$ cat config.mk
export PLATFORM = sky130hd
export DESIGN_NAME = uart_rx_cfg_flat
export DESIGN_NICKNAME = d
export VERILOG_FILES = /design/src/rtl/uart_pkg.sv /design/src/rtl/uart_rx_cfg_if.sv /design/src/rtl/uart_rx_sync.sv /design/src/rtl/uart_rx_cfg.sv /design/src/flat_wrapper.sv
export SDC_FILE = /design/constraint.sdc
export NUM_CORES = 1
export LEC_CHECK = 0
export ABC_AREA = 1
export BUFFER_PORTS_ARGS = -buffer_cell sky130_fd_sc_hd__clkbuf_2
export CAP_MARGIN = 5
export CORE_AREA = 4 4 97 99
export CTS_CLUSTER_DIAMETER = 30
export DETAILED_ROUTE_END_ITERATION = 10
export DIE_AREA = 0 0 101 103
export PLACE_DENSITY = 0.81
export SYNTH_ARGS = -nofsm -noshare
export SYNTH_HDL_FRONTEND = slang
export SYNTH_HIERARCHICAL = 1
export SYNTH_SLANG_ARGS = --single-unit
$ cat constraint.sdc
create_clock -name clk -period 4.4 [get_ports clk]
set_clock_uncertainty 0.15 [all_clocks]
set_input_delay 0.88 -clock clk [delete_from_list [all_inputs] [get_ports clk]]
set_output_delay 0.88 -clock clk [all_outputs]
set_load 0.03 [all_outputs]
$ cat src/rtl/uart_pkg.sv
// uart_pkg: shared UART types, baud divisors and config decode helpers
package uart_pkg;
  typedef enum logic [1:0] {NONE, EVEN, ODD} parity_e;
  typedef enum logic [2:0] {IDLE, START, DATA, PARITY, STOP} rx_state_e;
  localparam int BAUD_4800   = 4800;
  localparam int BAUD_9600   = 9600;
  localparam int BAUD_115200 = 115200;
  localparam int BAUD_256000 = 256000;
  function automatic int baud_of(logic [3:0] mode);
    return mode == 4'd0 ? BAUD_4800 : mode == 4'd2 ? BAUD_115200 : mode == 4'd3 ? BAUD_256000 : BAUD_9600;
  endfunction
  // Rounded clocks per bit.
  function automatic int len_bit(int clk_freq, logic [3:0] mode);
    return (clk_freq + baud_of(mode) / 2) / baud_of(mode);
  endfunction
  function automatic logic [3:0] n_bits(logic [1:0] data_bits);
    return 4'd5 + {2'b00, data_bits};
  endfunction
endpackage

$ cat src/rtl/uart_rx_cfg_if.sv
// uart_rx_cfg_if: received-frame handshake; master = receiver, slave = consumer
interface uart_rx_cfg_if;
  logic [7:0] data;
  logic       data_valid;
  logic       data_ack;
  logic       parity_err;
  logic       frame_err;
  logic       overrun;
  modport master (output data, data_valid, parity_err, frame_err, overrun, input data_ack);
  modport slave  (input data, data_valid, parity_err, frame_err, overrun, output data_ack);
endinterface

$ cat src/rtl/uart_rx_sync.sv
// uart_rx_sync: preset-high synchroniser chain with falling-edge detect (clk, rst, d -> q, fall)
module uart_rx_sync #(
  parameter int STAGES = 2
) (
  input  logic clk,
  input  logic rst,
  input  logic d,
  output logic q,
  output logic fall
);
  logic [STAGES-1:0] sr;
  logic              prev;
  always_ff @(posedge clk) begin
    if (rst) begin
      sr   <= '1;
      prev <= 1'b1;
    end else begin
      sr   <= {sr[STAGES-2:0], d};
      prev <= sr[STAGES-1];
    end
  end
  assign q    = sr[STAGES-1];
  assign fall = prev & ~q;
endmodule

$ cat src/rtl/uart_rx_cfg.sv
// uart_rx_cfg: runtime-configurable UART receiver (5-8 bits, none/even/odd parity, 1/2 stop)
// Ports: clk, rst, rx_line (async, idle high), mode/data_bits/parity/stop2 config, rx (uart_rx_cfg_if.master).
// Build option UART_RX_MAJORITY_EN: 2-of-3 majority vote around each sample point.
module uart_rx_cfg
  import uart_pkg::*;
#(
  parameter int CLK_FREQ    = 50000000,
  parameter int SYNC_STAGES = 2
) (
  input  logic          clk,
  input  logic          rst,
  input  logic          rx_line,
  input  logic [3:0]    mode,
  input  logic [1:0]    data_bits,
  input  logic [1:0]    parity,
  input  logic          stop2,
  uart_rx_cfg_if.master rx
);
  localparam logic [31:0] L0 = 32'(len_bit(CLK_FREQ, 4'd0));
  localparam logic [31:0] L1 = 32'(len_bit(CLK_FREQ, 4'd1));
  localparam logic [31:0] L2 = 32'(len_bit(CLK_FREQ, 4'd2));
  localparam logic [31:0] L3 = 32'(len_bit(CLK_FREQ, 4'd3));
  logic        line, fall, hit, s, stop2_q, stop_idx, perr, ferr;
  logic [31:0] cnt, len_q, tgt, cnt_rst;
  logic [2:0]  idx;
  logic [3:0]  nb_q;
  logic [7:0]  data_r;
  parity_e     par_q;
  rx_state_e   state;
  uart_rx_sync #(.STAGES(SYNC_STAGES)) u_sync (.clk(clk), .rst(rst), .d(rx_line), .q(line), .fall(fall));
  assign tgt = state == START ? (len_q >> 1) - 32'd1 : len_q - 32'd1;
`ifdef UART_RX_MAJORITY_EN
  // Vote closes one cycle past the target; restarting at 1 keeps the bit period intact.
  logic [1:0] win;
  always_ff @(posedge clk) begin
    if (rst) win <= 2'b11;
    else if (cnt == tgt - 32'd1 || cnt == tgt) win <= {win[0], line};
  end
  assign hit     = cnt == tgt + 32'd1;
  assign s       = (win[1] & win[0]) | (win[1] & line) | (win[0] & line);
  assign cnt_rst = 32'd1;
`else
  assign hit     = cnt == tgt;
  assign s       = line;
  assign cnt_rst = 32'd0;
`endif
  always_ff @(posedge clk) begin
    if (rst) begin
      state         <= IDLE;
      cnt           <= '0;
      len_q         <= '0;
      idx           <= '0;
      nb_q          <= '0;
      par_q         <= NONE;
      stop2_q       <= 1'b0;
      stop_idx      <= 1'b0;
      perr          <= 1'b0;
      ferr          <= 1'b0;
      data_r        <= '0;
      rx.data       <= '0;
      rx.data_valid <= 1'b0;
      rx.parity_err <= 1'b0;
      rx.frame_err  <= 1'b0;
      rx.overrun    <= 1'b0;
    end else begin
      cnt           <= cnt + 32'd1;
      rx.data_valid <= rx.data_ack ? 1'b0 : rx.data_valid;
      rx.overrun    <= rx.data_ack ? 1'b0 : rx.overrun;
      case (state)
        IDLE: begin
          cnt <= '0;
          if (fall) begin
            state    <= START;
            len_q    <= mode == 4'd0 ? L0 : mode == 4'd2 ? L2 : mode == 4'd3 ? L3 : L1;
            nb_q     <= n_bits(data_bits);
            par_q    <= parity == 2'd3 ? NONE : parity_e'(parity);
            stop2_q  <= stop2;
            idx      <= '0;
            stop_idx <= 1'b0;
            perr     <= 1'b0;
            ferr     <= 1'b0;
            data_r   <= '0;
          end
        end
        START: if (hit) begin
          state <= s ? IDLE : DATA;
          cnt   <= cnt_rst;
        end
        DATA: if (hit) begin
          data_r[idx] <= s;
          idx         <= idx + 3'd1;
          cnt         <= cnt_rst;
          if ({1'b0, idx} == nb_q - 4'd1) state <= par_q == NONE ? STOP : PARITY;
        end
        PARITY: if (hit) begin
          perr  <= (^data_r ^ s) != (par_q == ODD);
          state <= STOP;
          cnt   <= cnt_rst;
        end
        STOP: if (hit) begin
          cnt      <= cnt_rst;
          stop_idx <= 1'b1;
          ferr     <= ferr | ~s;
          if (stop_idx == stop2_q) begin
            state         <= IDLE;
            rx.data       <= data_r;
            rx.parity_err <= perr;
            rx.frame_err  <= ferr | ~s;
            rx.data_valid <= 1'b1;
            if (rx.data_valid && !rx.data_ack) rx.overrun <= 1'b1;
          end
        end
        default: state <= IDLE;
      endcase
    end
  end
endmodule
$ cat src/flat_wrapper.sv
// flat-port wrapper written by rule: the top's interface ports become plain ports
module uart_rx_cfg_flat import uart_pkg::*;
#(
  parameter int CLK_FREQ    = 50000000,
  parameter int SYNC_STAGES = 2
)
  (clk, rst, rx_line, mode, data_bits, parity, stop2, rx_data, rx_data_valid, rx_parity_err, rx_frame_err, rx_overrun, rx_data_ack);
  uart_rx_cfg_if rx_i ();
  input  logic clk;
  input  logic rst;
  input  logic rx_line;
  input  logic [3:0] mode;
  input  logic [1:0] data_bits;
  input  logic [1:0] parity;
  input  logic stop2;
  output wire logic [$bits(rx_i.data)-1:0] rx_data;
  output wire logic [$bits(rx_i.data_valid)-1:0] rx_data_valid;
  output wire logic [$bits(rx_i.parity_err)-1:0] rx_parity_err;
  output wire logic [$bits(rx_i.frame_err)-1:0] rx_frame_err;
  output wire logic [$bits(rx_i.overrun)-1:0] rx_overrun;
  input wire logic [$bits(rx_i.data_ack)-1:0] rx_data_ack;
  assign rx_data = rx_i.data;
  assign rx_data_valid = rx_i.data_valid;
  assign rx_parity_err = rx_i.parity_err;
  assign rx_frame_err = rx_i.frame_err;
  assign rx_overrun = rx_i.overrun;
  assign rx_i.data_ack = rx_data_ack;
  uart_rx_cfg #(.CLK_FREQ(CLK_FREQ), .SYNC_STAGES(SYNC_STAGES)) u_core (.clk(clk), .rst(rst), .rx_line(rx_line), .mode(mode), .data_bits(data_bits), .parity(parity), .stop2(stop2), .rx(rx_i));
endmodule
==> results of run 1 <==
==> logic make-up (layout without fill, tap and decap cells) <==
kind of cell	count (synthesis)	in the layout	synth area share, %
adder cells (fa/ha/maj)	6	6	1.58
buffers and inverters	115	137	9.86
XOR/XNOR	33	33	6.07
AO/OA/AOI/OAI	67	67	7.60
flip-flops	80	80	33.6
AND/OR/NAND/NOR	437	437	41.3
==> sequential cells by signal, summed over array words and instances, names as in the netlist, 2 cells and up <==
register and count:
u_core/nb_q 4, u_core/cnt 32, u_core/par_q 2, u_core/u_sync/sr 2, u_core/len_q 9, u_core/idx 3
u_core/rx.data 8, u_core/state 3, u_core/data_r 8
==> metrics by stage <==
stage	setup WS, ps	power, uW
after CTS	541	2400
after floorplan	1240	1710
after global routing	98.7	2590
final	552	2410
after detailed placement	555	1880
after global placement	728	1850
==> path summary, 6_finish.rpt <==
| check | cells past startpoint | to | startpoint |
|---|---|---|---|
| setup / recovery | 26 | u_core/cnt[25] | u_core/state[1] |
| hold / removal | 2 | u_core/u_sync/sr[1] | u_core/u_sync/sr[0] |
| setup reg to reg | 26 | u_core/cnt[25] | u_core/state[1] |
| hold reg to reg | 2 | u_core/u_sync/sr[1] | u_core/u_sync/sr[0] |
==> routing by layer <==
| metal | global-route usage [%] | part of all wire (%) |
|---|---|---|
| met3 | 4.13 | 3.9 |
| met5 | 0 | 0 |
| met4 | 5.93 | 1.3 |
| met2 | 39.0 | 49 |
| met1 | 27.8 | 46 |
==> cells in the mapped netlist (5+ instances only) <==
| cell type | count |
|---|---|
| nand2_1 | 200 |
| nor2_1 | 93 |
| inv_1 | 87 |
| dfxtp_1 | 80 |
| nand3_1 | 53 |
| a21oi_1 | 30 |
| nor3_1 | 30 |
| o21ai_0 | 24 |
| xor2_1 | 20 |
| nand4_1 | 13 |
| nor2_2 | 13 |
| xnor2_1 | 13 |
| clkbuf_1 | 9 |
| nand2_2 | 8 |
| nand3_2 | 7 |
| buf_2 | 6 |
| ha_1 | 6 |
| inv_2 | 6 |
| nor2_4 | 5 |
| or2_2 | 5 |
==> power by group <==
part / leakage, uW / switching (uW) / internal, uW
clock: 0.0000899 / 307 / 217
sequential: 0.000647 / 46.0 / 756
combinational: 0.00145 / 745 / 339
total: 0.00218 / 1100 / 1310
==> critical path: stages (launching register included) <==
cell	delay, ps
dfxtp_1	350
inv_2	160
nand3_4	200
nand2_1	210
nand2_1	110
inv_1	60
nand2_1	70
nor2_4	170
nand2_2	140
inv_2	80
ha_1	230
xor2_1	140
nand2_1	60
nor2_1	90
nand2_1	60
nor2_1	80
nand2_1	50
nor2_1	90
nand2_1	50
nor2_1	80
nand2_1	60
nor2_2	130
nand3_2	120
nand2_2	110
nand2_2	70
nand2_2	480
nor3_1	100
==> layout make-up <==
type	count	area share (%)
Clock inverter	7	1.25
Clock buffer	9	2.43
Tap cell	108	2.65
Multi-Input combinational cell	543	52.7
Sequential cell	80	31.4
Inverter	95	6.98
Timing Repair Buffer	26	2.65
==> qor.csv, run 1 <==
stage,metric,value,unit
detailed_routing,drt first-iter violations,263,
detailed_routing,# DRC,0,
synth,area of the mapped netlist,4760,um2
worst_setup_path,critical path endpoint category,register,
worst_setup_path,crit path kind,reg2reg,
placement,Port-buffer cells,24,
timing,Slew Limit Fails,0,
floorplan,die area,10400,um2
detailed_routing,detailed-route via count,4592,
cells_and_area,Nets,774,
detailed_routing,WL/cell,12.9,um
floorplan,Placeable Area,8550,um2
synth,Synth top area share,33.6,%
timing,worst slew pin tran,648,ps
timing,post-route minimum period,3850,ps
power_and_ir_drop,pwr dens,472,nW/um2
cells_and_area,"Cell Count, Final, Fillers Out",868,
worst_setup_path,R2R setup slack,550,ps
synth,Synth cell types,39,
cells_and_area,share of layout cells above drive strength 1,11.6,%
global_route,first-pass GRT wire length,18700,um
detailed_routing,vias per cell,5.29,
detailed_routing,Pre-antenna DRT Iters,6,
clocking,H-tree levels,3,
floorplan,row count,34,
clocking,Sink Count,80,
synth,syn avg cell area,6.45,um2
synth,number of synthesized flops with an enable pin,0,
global_route,vias in the first global route,4206,
cells_and_area,"commonest non-fill, non-tap cell in the layout",nand2_1,
timing,endpoints failing setup,0,
floorplan,IO Pins,25,
placement,total placed cells including tap cells,852,
detailed_routing,total wire length,11200,um
power_and_ir_drop,Worst VDD drop,0.000224,V
cells_and_area,P&R area growth vs syn,7.25,%
timing,fmax,260,MHz
cells_and_area,"leading cell types in the layout, fill and taps excluded","nand2_1 (200), nor2_1 (93), inv_1 (87)",
global_route,largest net degree at the start of global routing,30,
synth,Synth Flop Type,dfxtp_1,
floorplan,Die Wd,101,um
clocking,Clock Pin Slew Worst Setup and Hold Paths,100,ps
clocking,CTS tree,yes,
outcome,outcome,"finished, final reports clean",
worst_setup_path,Crit Path Max Fanout,29,
timing,slew margin rel.,56.6,%
synth,Cells after Synth,738,
timing,setup TNS,0,ps
synth,"top cells by area, synth","dfxtp_1 (34%), nand2_1 (16%), nor2_1 (7.3%), inv_1 (6.9%), nand3_1 (5.6%)",
worst_setup_path,crit path launch type,register,
synth,#FFs+latches synth,80,
clocking,Post-CTS Setup Bufs,0,
global_route,initial antenna violation count,0,
power_and_ir_drop,Pleak,0.00218,uW
floorplan,Die Height,103,um
clocking,cts repair resizes,0,
cells_and_area,Register Area,1600,um2
timing,Final Hold Fails,0,
floorplan,initial core utilization,55.7,%
flow_run,Max-cap violations,0,
global_route,GRT Total Usage,22.1,%
clocking,Hold Buf Count CTS,0,
synth,"Seq/Total Area, Yosys",33.6,%
clocking,CTS Buffer Depth,2,
worst_setup_path,Crit path arrival time,3910,ps
timing,WHS,272,ps
synth,Yosys warnings,6,
clocking,number of buffers created by CTS,9,
worst_setup_path,Critical Path RT,4470,ps
clocking,clk_lat worst skew,360,ps
cells_and_area,Multi-input gate area,2690,um2
global_route,GRT overflow,0,
synth,most area-hungry cell type in the Yosys netlist,dfxtp_1,
placement,Final HPWL DP,8500,um
timing,"Period Utilization, post-route",87.4,%
synth,syn nets,757,
timing,unrepaired setup endpoints after global routing,no,
cells_and_area,Fillers,847,
synth,ys async rst share,0,%
cells_and_area,Final Cell Area,5110,um2
cells_and_area,fin util,59.7,%
placement,area post-placement,4920,um2
clocking,root buf cell,clkbuf_8,
min_path,worst hold-check path type,reg2reg,
placement,GPL Wtd Cong,0.927,
detailed_routing,DRT antenna net count,0,
cells_and_area,n_diodes,0,
Note: power is estimated with default switching activity, not from simulation.
==> run 2: changes to the inputs <==
==> constraint.sdc (replaced) <==
create_clock -name clk -period 4.4 [get_ports clk]
set_clock_uncertainty 0.15 [all_clocks]
set_input_delay 0.44 -clock clk [delete_from_list [all_inputs] [get_ports clk]]
set_output_delay 0.44 -clock clk [all_outputs]
set_load 0.03 [all_outputs]
==> run 2 against run 1 <==
Against the previous run: cell area is essentially flat; sequential cell count unchanged; wire length rose by 0.38%; non-clock buffer count unchanged; critical endpoint is now u_core/cnt[8].
==> qor.csv, run 2 (synthesized netlist as in run 1, its figures left out) <==
stage,metric,value,unit
global_route,GR peak layer,met2,
clocking,CTS tree,yes,
worst_setup_path,crit path launch type,register,
timing,endpoints failing setup,0,
cells_and_area,Top Registers,"u_core/cnt: 32 flops, u_core/len_q: 9 flops",
clocking,cts repair resizes,0,
worst_setup_path,crit path kind,reg2reg,
cells_and_area,number of flip-flops in the largest register,32,
cells_and_area,"commonest non-fill, non-tap cell in the layout",nand2_1,
global_route,first-pass GRT wire length,19100,um
cells_and_area,Nets,774,
global_route,largest net degree at the start of global routing,30,
clocking,clk_lat worst skew,360,ps
global_route,initial antenna violation count,0,
worst_setup_path,Crit Path Max Fanout,29,
detailed_routing,# DRC,0,
cells_and_area,P&R area growth vs syn,7.23,%
detailed_routing,Pre-antenna DRT Iters,4,
clocking,Hold Buf Count CTS,0,
timing,WHS,108,ps
timing,unrepaired setup endpoints after global routing,no,
detailed_routing,detailed-route via count,4598,
worst_setup_path,Crit path arrival time,3920,ps
clocking,CTS Buffer Depth,2,
global_route,GRT overflow,0,
power_and_ir_drop,Worst VDD drop,0.000273,V
floorplan,Die Height,103,um
timing,"Period Utilization, post-route",87.7,%
detailed_routing,WL/cell,13.0,um
cells_and_area,share of layout cells above drive strength 1,11.6,%
global_route,met1 Usage GRT,27.9,%
timing,post-route minimum period,3860,ps
placement,GPL Wtd Cong,0.921,
worst_setup_path,critical path endpoint category,register,
floorplan,initial core utilization,55.7,%
min_path,worst hold-check path type,in2reg,
clocking,number of buffers created by CTS,9,
detailed_routing,total wire length,11300,um
clocking,H-tree levels,3,
power_and_ir_drop,Pleak,0.00219,uW
worst_setup_path,Critical Path RT,4460,ps
floorplan,Placeable Area,8550,um2
detailed_routing,DRT antenna net count,0,
timing,fmax,259,MHz
floorplan,Die Wd,101,um
global_route,GRT Total Usage,22.6,%
clocking,root buf cell,clkbuf_8,
timing,Slew Limit Fails,0,
timing,Final Hold Fails,0,
detailed_routing,vias per cell,5.30,
floorplan,IO Pins,25,
detailed_routing,drt first-iter violations,256,
global_route,met3 Usage GRT,3.86,%
flow_run,Max-cap violations,0,
floorplan,die area,10400,um2
timing,setup TNS,0,ps
timing,worst slew pin tran,670,ps
placement,Final HPWL DP,8520,um
placement,Port-buffer cells,24,
outcome,outcome,"finished, final reports clean",
cells_and_area,"leading cell types in the layout, fill and taps excluded","nand2_1 (200), nor2_1 (93), inv_1 (87)",
global_route,vias in the first global route,4292,
clocking,Post-CTS Setup Bufs,0,
global_route,met2 Use GR,39.7,%
clocking,Clock Pin Slew Worst Setup and Hold Paths,100,ps
power_and_ir_drop,pwr dens,472,nW/um2
cells_and_area,Largest Register,u_core/cnt,
timing,slew margin rel.,55.2,%
floorplan,row count,34,
clocking,Sink Count,80,
cells_and_area,n_diodes,0,
[run 2: worst paths after layout]
| kind | startpoint | endpoint | slack [ps] | depth (start not counted) |
|---|---|---|---|---|
| setup / recovery | u_core/state[1] | u_core/cnt[8] | 540 | 26 |
| hold / removal | rx_line | u_core/u_sync/sr[0] | 110 | 3 |
| setup reg to reg | u_core/state[1] | u_core/cnt[8] | 540 | 26 |
| hold reg to reg | u_core/u_sync/sr[0] | u_core/u_sync/sr[1] | 270 | 2 |
[run 2: layout make-up]
type	count	area (um2)
fillers	828	3450
flip-flops and latches	80	1600
repair buffers	26	135
multi-input cells	543	2690
clock buffers	9	124
inverters	95	357
well taps	108	135
clock inverters	7	62.6
[run 2: stage by stage]
step	power, uW	worst slack (ps)	instances	cell area (um2)	utilization (%)
after floorplan	1710	1240	738	4760	-
after global placement	1850	716	852	4920	57.5
after detailed placement	1880	565	852	4920	57.5
after CTS	2410	542	868	5100	59.7
after global routing	2600	66.4	868	5100	59.7
final	2410	540	868	5100	59.7
[run 2: routing by layer]
| layer | wire [um] | up-vias |
|---|---|---|
| li1 | - | 2376 |
| met1 | 4970 | 2098 |
| met2 | 5580 | 108 |
| met3 | 526 | 16 |
| met4 | 190 | 0 |
| met5 | 0 | - |
[run 2: worst max-delay path, cell delays in order (launching register included)]
cell     delay [ps]
dfxtp_1         340
inv_2           160
nand3_4         200
nand2_1         210
nand2_1         110
inv_1            60
nand2_1          70
nor2_4          180
nand2_2         140
inv_2            80
ha_1            230
xor2_1          130
nand2_1          60
nor2_1           90
nand2_1          60
nor2_1           80
nand2_1          50
nor2_1           90
nand2_1          50
nor2_1           80
nand2_1          60
nor2_2          140
nand3_2         120
nand2_2         110
nand2_2          70
nand2_2         480
nor3_1           90
[run 2: report_power, final]
| group | internal (uW) | total (uW) | switching (uW) |
|---|---|---|---|
| clock | 218 | 523 | 305 |
| sequential | 756 | 801 | 45.3 |
| combinational | 340 | 1080 | 745 |
